### src/rtl/uart_pkg.sv
// Shared constants and FSM encoding for the decimal line parser.
// Holds the ASCII codes it reacts to and the 16-bit saturation limit.
package uart_pkg;

  localparam logic [7:0] ASCII_CR  = 8'h0D;
  localparam logic [7:0] ASCII_BS  = 8'h08;
  localparam logic [7:0] ASCII_DEL = 8'h7F;
  localparam logic [7:0] ASCII_0   = 8'h30;
  localparam logic [7:0] ASCII_9   = 8'h39;

  localparam logic [15:0] SAT_MAX = 16'hFFFF;

  typedef enum logic [1:0] {
    S_IDLE    = 2'd0,
    S_COLLECT = 2'd1,
    S_CONVERT = 2'd2,
    S_OUTPUT  = 2'd3
  } state_e;

endpackage

### src/rtl/uart_dec_line_parser_echo_fifo.sv
// Small circular FIFO holding bytes to echo back to the UART transmitter.
// A push into a full FIFO is accepted only when a pop happens in the same cycle.
module echo_fifo #(
  parameter int WIDTH = 8,
  parameter int DEPTH = 4
) (
  input  logic             clk,
  input  logic             reset_n,
  input  logic             push,
  input  logic [WIDTH-1:0] push_data,
  input  logic             pop,
  output logic [WIDTH-1:0] head,
  output logic             empty,
  output logic             full
);

  localparam int PW = (DEPTH > 1) ? $clog2(DEPTH) : 1;
  localparam logic [PW:0] OCC_FULL = (PW + 1)'(DEPTH);

  logic [WIDTH-1:0] mem_q [DEPTH];
  logic [PW-1:0]    wr_ptr_q, wr_ptr_d;
  logic [PW-1:0]    rd_ptr_q, rd_ptr_d;
  logic [PW:0]      occ_q, occ_d;
  logic             do_push, do_pop;

  assign empty   = (occ_q == '0);
  assign full    = (occ_q == OCC_FULL);
  assign head    = mem_q[rd_ptr_q];
  assign do_pop  = pop && !empty;
  assign do_push = push && (!full || do_pop);

  // Pointers wrap naturally because DEPTH is a power of two.
  always_comb begin
    wr_ptr_d = wr_ptr_q;
    rd_ptr_d = rd_ptr_q;
    occ_d    = occ_q;
    if (do_push) wr_ptr_d = wr_ptr_q + PW'(1);
    if (do_pop)  rd_ptr_d = rd_ptr_q + PW'(1);
    case ({do_push, do_pop})
      2'b10:   occ_d = occ_q + (PW + 1)'(1);
      2'b01:   occ_d = occ_q - (PW + 1)'(1);
      default: occ_d = occ_q;
    endcase
  end

  always_ff @(posedge clk) begin
    if (!reset_n) begin
      wr_ptr_q <= '0;
      rd_ptr_q <= '0;
      occ_q    <= '0;
    end else begin
      wr_ptr_q <= wr_ptr_d;
      rd_ptr_q <= rd_ptr_d;
      occ_q    <= occ_d;
    end
  end

  always_ff @(posedge clk) begin
    if (do_push) mem_q[wr_ptr_q] <= push_data;
  end

endmodule

### src/rtl/uart_dec_line_parser.sv
// Collects ASCII decimal digits from a UART stream, echoes accepted edits,
// and converts the line to a saturated 16-bit unsigned number on CR.
module uart_dec_line_parser
  import uart_pkg::*;
#(
  parameter int MAX_DIGITS = 5,
  parameter int ECHO_DEPTH = 4
) (
  input  logic        clk,
  input  logic        reset_n,
  input  logic        rx_valid,
  input  logic [7:0]  rx_byte,
  input  logic        arm,
  output logic        num_valid,
  input  logic        num_ready,
  output logic [15:0] num_value,
  output logic        num_ovf,
  output logic        echo_valid,
  input  logic        echo_ready,
  output logic [7:0]  echo_byte,
  output logic        busy
);

  localparam int CNT_W = $clog2(MAX_DIGITS + 1);
  localparam logic [CNT_W-1:0] MAX_CNT = CNT_W'(MAX_DIGITS);
  localparam logic [CNT_W-1:0] CNT_ONE = CNT_W'(1);

  state_e           state_q, state_d;
  logic [CNT_W-1:0] count_q, count_d;
  logic [CNT_W-1:0] idx_q, idx_d;
  logic [15:0]      acc_q, acc_d;
  logic             ovf_q, ovf_d;
  logic [15:0]      num_value_q, num_value_d;
  logic [3:0]       digit_q [MAX_DIGITS];
  logic [3:0]       digit_d [MAX_DIGITS];

  logic       echo_empty, echo_full, echo_pop, echo_push, echo_room;
  logic [7:0] echo_push_data;
  logic       is_digit, is_erase;
  logic [16:0] step;

  // One multiply-accumulate step; the wide intermediate covers acc*10+9 for
  // any acc, and once saturated the result stays pinned at the limit.
  function automatic logic [16:0] sat_step(input logic [15:0] acc,
                                           input logic [3:0]  dig,
                                           input logic        sticky);
    logic [19:0] wide;
    wide = ({4'b0, acc} * 20'd10) + {16'b0, dig};
    if (sticky || (wide > {4'b0, SAT_MAX})) return {1'b1, SAT_MAX};
    return {1'b0, wide[15:0]};
  endfunction

  assign echo_valid = !echo_empty;
  assign echo_pop   = echo_valid && echo_ready;
  assign echo_room  = !echo_full || echo_pop;
  assign is_digit   = (rx_byte >= ASCII_0) && (rx_byte <= ASCII_9);
  assign is_erase   = (rx_byte == ASCII_BS) || (rx_byte == ASCII_DEL);
  assign step       = sat_step(acc_q, digit_q[idx_q], ovf_q);

  assign num_valid = (state_q == S_OUTPUT);
  assign busy      = (state_q != S_IDLE);
  assign num_value = num_value_q;
  assign num_ovf   = ovf_q;

  always_comb begin
    state_d        = state_q;
    count_d        = count_q;
    idx_d          = idx_q;
    acc_d          = acc_q;
    ovf_d          = ovf_q;
    num_value_d    = num_value_q;
    digit_d        = digit_q;
    echo_push      = 1'b0;
    echo_push_data = rx_byte;
    case (state_q)
      S_IDLE: begin
        if (arm) begin
          state_d = S_COLLECT;
          count_d = '0;
          acc_d   = '0;
          ovf_d   = 1'b0;
        end
      end
      S_COLLECT: begin
        if (rx_valid) begin
          if (is_digit) begin
            if ((count_q < MAX_CNT) && echo_room) begin
              digit_d[count_q] = rx_byte[3:0];
              count_d          = count_q + CNT_ONE;
              echo_push        = 1'b1;
            end
          end else if (is_erase) begin
            if ((count_q != '0) && echo_room) begin
              count_d        = count_q - CNT_ONE;
              echo_push      = 1'b1;
              echo_push_data = ASCII_BS;
            end
          end else if ((rx_byte == ASCII_CR) && (count_q != '0)) begin
            state_d = S_CONVERT;
            idx_d   = '0;
          end
        end
      end
      S_CONVERT: begin
        acc_d = step[15:0];
        ovf_d = step[16];
        idx_d = idx_q + CNT_ONE;
        if (idx_q == (count_q - CNT_ONE)) begin
          state_d     = S_OUTPUT;
          num_value_d = step[15:0];
        end
      end
      S_OUTPUT: begin
        if (num_ready) state_d = S_IDLE;
      end
      default: state_d = S_IDLE;
    endcase
  end

  always_ff @(posedge clk) begin
    if (!reset_n) begin
      state_q     <= S_IDLE;
      count_q     <= '0;
      idx_q       <= '0;
      acc_q       <= '0;
      ovf_q       <= 1'b0;
      num_value_q <= '0;
    end else begin
      state_q     <= state_d;
      count_q     <= count_d;
      idx_q       <= idx_d;
      acc_q       <= acc_d;
      ovf_q       <= ovf_d;
      num_value_q <= num_value_d;
    end
  end

  // Digit store is pure data; count_q decides which entries are meaningful.
  always_ff @(posedge clk) begin
    digit_q <= digit_d;
  end

  echo_fifo #(
    .WIDTH (8),
    .DEPTH (ECHO_DEPTH)
  ) u_echo_fifo (
    .clk       (clk),
    .reset_n   (reset_n),
    .push      (echo_push),
    .push_data (echo_push_data),
    .pop       (echo_pop),
    .head      (echo_byte),
    .empty     (echo_empty),
    .full      (echo_full)
  );

endmodule

### config.mk
export PLATFORM = sky130hd
export DESIGN_NAME = uart_dec_line_parser
export DESIGN_NICKNAME = d
export VERILOG_FILES = /design/src/rtl/uart_pkg.sv /design/src/rtl/uart_dec_line_parser_echo_fifo.sv /design/src/rtl/uart_dec_line_parser.sv
export SDC_FILE = /design/constraint.sdc
export NUM_CORES = 1
export LEC_CHECK = 0
export CORE_MARGIN = 8
export CORE_UTILIZATION = 49
export DETAILED_ROUTE_END_ITERATION = 7
export PLACE_DENSITY = 0.68
export SYNTH_ARGS = -nofsm -noshare
export SYNTH_HDL_FRONTEND = slang
export SYNTH_HIERARCHICAL = 1
export SYNTH_SLANG_ARGS = --single-unit
### constraint.sdc
create_clock -name clk -period 6 [get_ports clk]
set_clock_uncertainty 0.2 [all_clocks]
set_input_delay 1.2 -clock clk [delete_from_list [all_inputs] [get_ports clk]]
set_output_delay 1.2 -clock clk [all_outputs]
set_load 0.02 [all_outputs]
==> impl_metrics.csv <==
group,metric,value,unit
status,status,"finished clean",
synthesis,synth.distinct_cells,66,
sta,fin_crit,4.91,ns
sta,relSlewSlack,0.339,
clock_tree,clockRootBuffer,"clkbuf_16",
route,remaining_drc_errors,0,
pwr,p_leak,2.50,nW
clock_tree,clk_latency,0.35,ns
finish,antenna_cells,0,
finish,drive_above_1_share,0.0861,
worst_setup_path,worstPathArrival,4.91,ns
clock_tree,clkTransAtPathRegs,0.07,ns
synthesis,syn_area,5950,µm²
route,vias,4497,
global_route,met1_usage,0.227,
clock_tree,cts_hold_buffers,0,
clock_tree,cts-resized-gates,0,
route,post_drt_wl_per_cell,18.0,µm
job,max_cap_violations,0,
worst_setup_path,cpMaxStageDelayCell,"or4b_4",
worst_setup_path,cpPeakStageDelay,0.58,ns
synthesis,syn_nets,632,
synthesis,synth_cells,572,
worst_setup_path,critPathRequiredTime,6.00,ns
worst_setup_path,critPathTopFamily,"simple AND/OR/NAND/NOR gates",
route,first_pass_iters,4,
route,routed_via_density,5.99,
worst_setup_path,crit_buf_inv,3,
placement,io_buffers,41,
global_route,grt_pass1_vias,4412,
worst_setup_path,ff2ff_path_depth,14,
synthesis,yosysTopAreaCellShare,0.262,
global_route,grt_remaining_overflow,0,
global_route,antenna_found_initial,0,
worst_setup_path,r2r-start,"idx_q[0]",
sta,slew_viol_final,0,
min_path,worst_hold_path.num_cells,2,
floorplan,ioPinCount,42,
placement,place_hpwl,10.1,mm
clock_tree,clock-sinks,102,
worst_setup_path,worstSetupPathType,"reg -> reg",
min_path,hold_end,"u_echo_fifo/occ_q[2]",
clock_tree,cts_buffers,9,
synthesis,synthArstFlopShare,0,
worst_setup_path,cp-start-kind,"flop",
min_path,min_from,"u_echo_fifo/occ_q[2]",
synthesis,synth.top_cells.by_area,"edfxtp_1, dfxtp_1, ha_1",
floorplan,die-area,15900,µm²
route,antenna_left,0,
pwr,peakVddDrop,0.277,mV
sta,fin_crit_sh,0.818,
finish,layout.filler_cells,1035,
clock_tree,clockBufferDepth,2,
global_route,grt_use_met3,0.0371,
finish,syn2layout_area_growth,13.4,%
placement,gp_congestion,0.873,
floorplan,die_x,126,µm
global_route,grt_max_degree,34,
pwr,power_density,241,nW/µm²
worst_setup_path,timing.rr.end,"acc_q[2]",
worst_setup_path,crit_fanout,33,
synthesis,synth_edf_count,52,
floorplan,core_area,11900,µm²
sta,worstMarginPinSlew,0.978,ns
finish,fin_nets,659,
finish,final_cell_mix,"edfxtp_1, dfxtp_1, ha_1",
global_route,track_usage,0.173,
synthesis,synth_area_per_cell,10.4,µm²
route,initialDrtViolationCount,358,
floorplan,die_y,126,µm
placement,dp.cells,735,
worst_setup_path,worstPathCellList,"mux4_2 -> inv_1 -> o21a_1 -> inv_1 -> ha_1 -> a211o_1 -> o2111ai_1 -> or4b_4 -> or4b_4 -> or2_1 -> or4_4 -> o31ai_4 -> buf_4 -> a41oi_1",
sta,fmax,0.204,GHz
synthesis,synth_seq_area_share,0.431,
sta,setup_viol,0,
clock_tree,post_cts_buffers,0,
floorplan,rows,40,
min_path,min-delay-path-class,"reg -> reg",
sta,grt_setup_unrepaired,"no",
global_route,grt_pass1_wl,22.3,mm
sta,finalSetupTns,0,ns
floorplan,start_util,0.500,
synthesis,synth-seq-cells,102,
clock_tree,htreeDepth,3,
worst_setup_path,r2r_setup_slack,1.09,ns
synthesis,ys_warn_count,6,
global_route,busiest_layer,"met2",
synthesis,synthFlopType,"edfxtp_1",
finish,final_cells,751,
global_route,use_met2,0.278,
synthesis,synth_top_area_cell,"edfxtp_1",
route,routed_wl,13.5,mm
finish,final_common_cell,"edfxtp_1",
sta,hold_viol_final,0,
worst_setup_path,end_kind,"flop",
clock_tree,cts_tree,"done",
==> sequential cells by signal, summed over array words and instances (netlist names), named ones only <==
signal and flops:
u_echo_fifo/mem_q 32, num_ovf 1, num_value 16, u_echo_fifo/occ_q 3
u_echo_fifo/rd_ptr_q 2, idx_q 3, acc_q 16, count_q 3
u_echo_fifo/wr_ptr_q 2, digit_q 20, state_q 2
==> kinds of logic (layout without fill, tap and decap cells) <==
family,Yosys count,in the layout,share of synthesized area
mux,21,21,0.0612
xor+xnor,26,26,0.0383
buf+inv,56,88,0.0408
flops,102,102,0.431
fa+ha+maj,46,46,0.100
compound gates,168,168,0.190
simple gates,153,153,0.139
==> synth_stat cells, types with 4 or more instances <==
cell / count
dfxtp_1: 50
nor3_1: 16
and2_1: 18
xor2_1: 9
or2_2: 5
ha_1: 43
clkbuf_1: 21
o211ai_1: 5
nor4_1: 6
mux4_2: 12
a31oi_1: 25
o21ai_0: 34
nand2_1: 33
o21a_1: 5
mux2i_1: 6
nand3_1: 10
edfxtp_1: 52
nor2_1: 26
inv_1: 26
a21o_1: 9
nand4_1: 5
nand2b_1: 6
a211oi_1: 4
a41oi_1: 9
a21oi_1: 39
a21boi_0: 9
buf_6: 4
xnor2_1: 17
and3_1: 7
o2111ai_1: 5
==> tightest hold or removal path, delay by kind of cell (launching register included) <==
| kind | cells | cell delay (ns) |
|---|---|---|
| flops | 1 | 0.36 |
| mux | 1 | 0.05 |
| simple gates | 1 | 0.08 |
==> through the flow <==
step                      power (mW)  area (µm²)  worst slack (ns)  hold slack [ns]  utilization
after floorplan                0.978        5950              1.28            0.286            -
after global placement          1.05        6440              1.16            0.314        0.541
after detailed placement        1.06        6440              1.11            0.340        0.541
after CTS                       1.64        6750              1.09            0.353        0.566
after global routing            1.70        6750             0.847            0.368        0.566
final                           1.63        6750              1.09            0.346        0.566
==> final cells by class <==
cell class | count | area [µm²] | area share
Sequential cell | 102 | 2560 | 0.380
Clock inverter | 5 | 48.8 | 0.00723
Clock buffer | 11 | 255 | 0.0378
Timing Repair Buffer | 45 | 440 | 0.0653
Multi-Input combinational cell | 414 | 3160 | 0.468
Tap cell | 147 | 184 | 0.0273
Inverter | 27 | 101 | 0.0150
==> worst max-delay path by stage <==
stage          slack, ns     start       endpoint  cells past startpoint
2_1_floorplan       1.28  idx_q[0]   num_value[0]                     15
6_report            1.09  idx_q[0]       acc_q[2]                     14
3_5_place_dp        1.11  idx_q[0]  num_value[10]                     14
5_1_grt             0.85  idx_q[0]       acc_q[2]                     14
3_3_place_gp        1.16  idx_q[0]   num_value[6]                     14
4_1_cts             1.09  idx_q[0]  num_value[10]                     14
==> layer usage <==
layer / vias up / share of wire
met1: 2161 / 0.47
met2: 100 / 0.47
met3: 15 / 0.045
li1: 2221 / -
met4: 0 / 0.016
met5: - / 0
==> where the power goes <==
group | internal, mW | switching [mW]
logic | 0.106 | 0.173
clock network | 0.316 | 0.265
registers | 0.746 | 0.0198
total | 1.17 | 0.458
(Power assumes the default switching activity.)
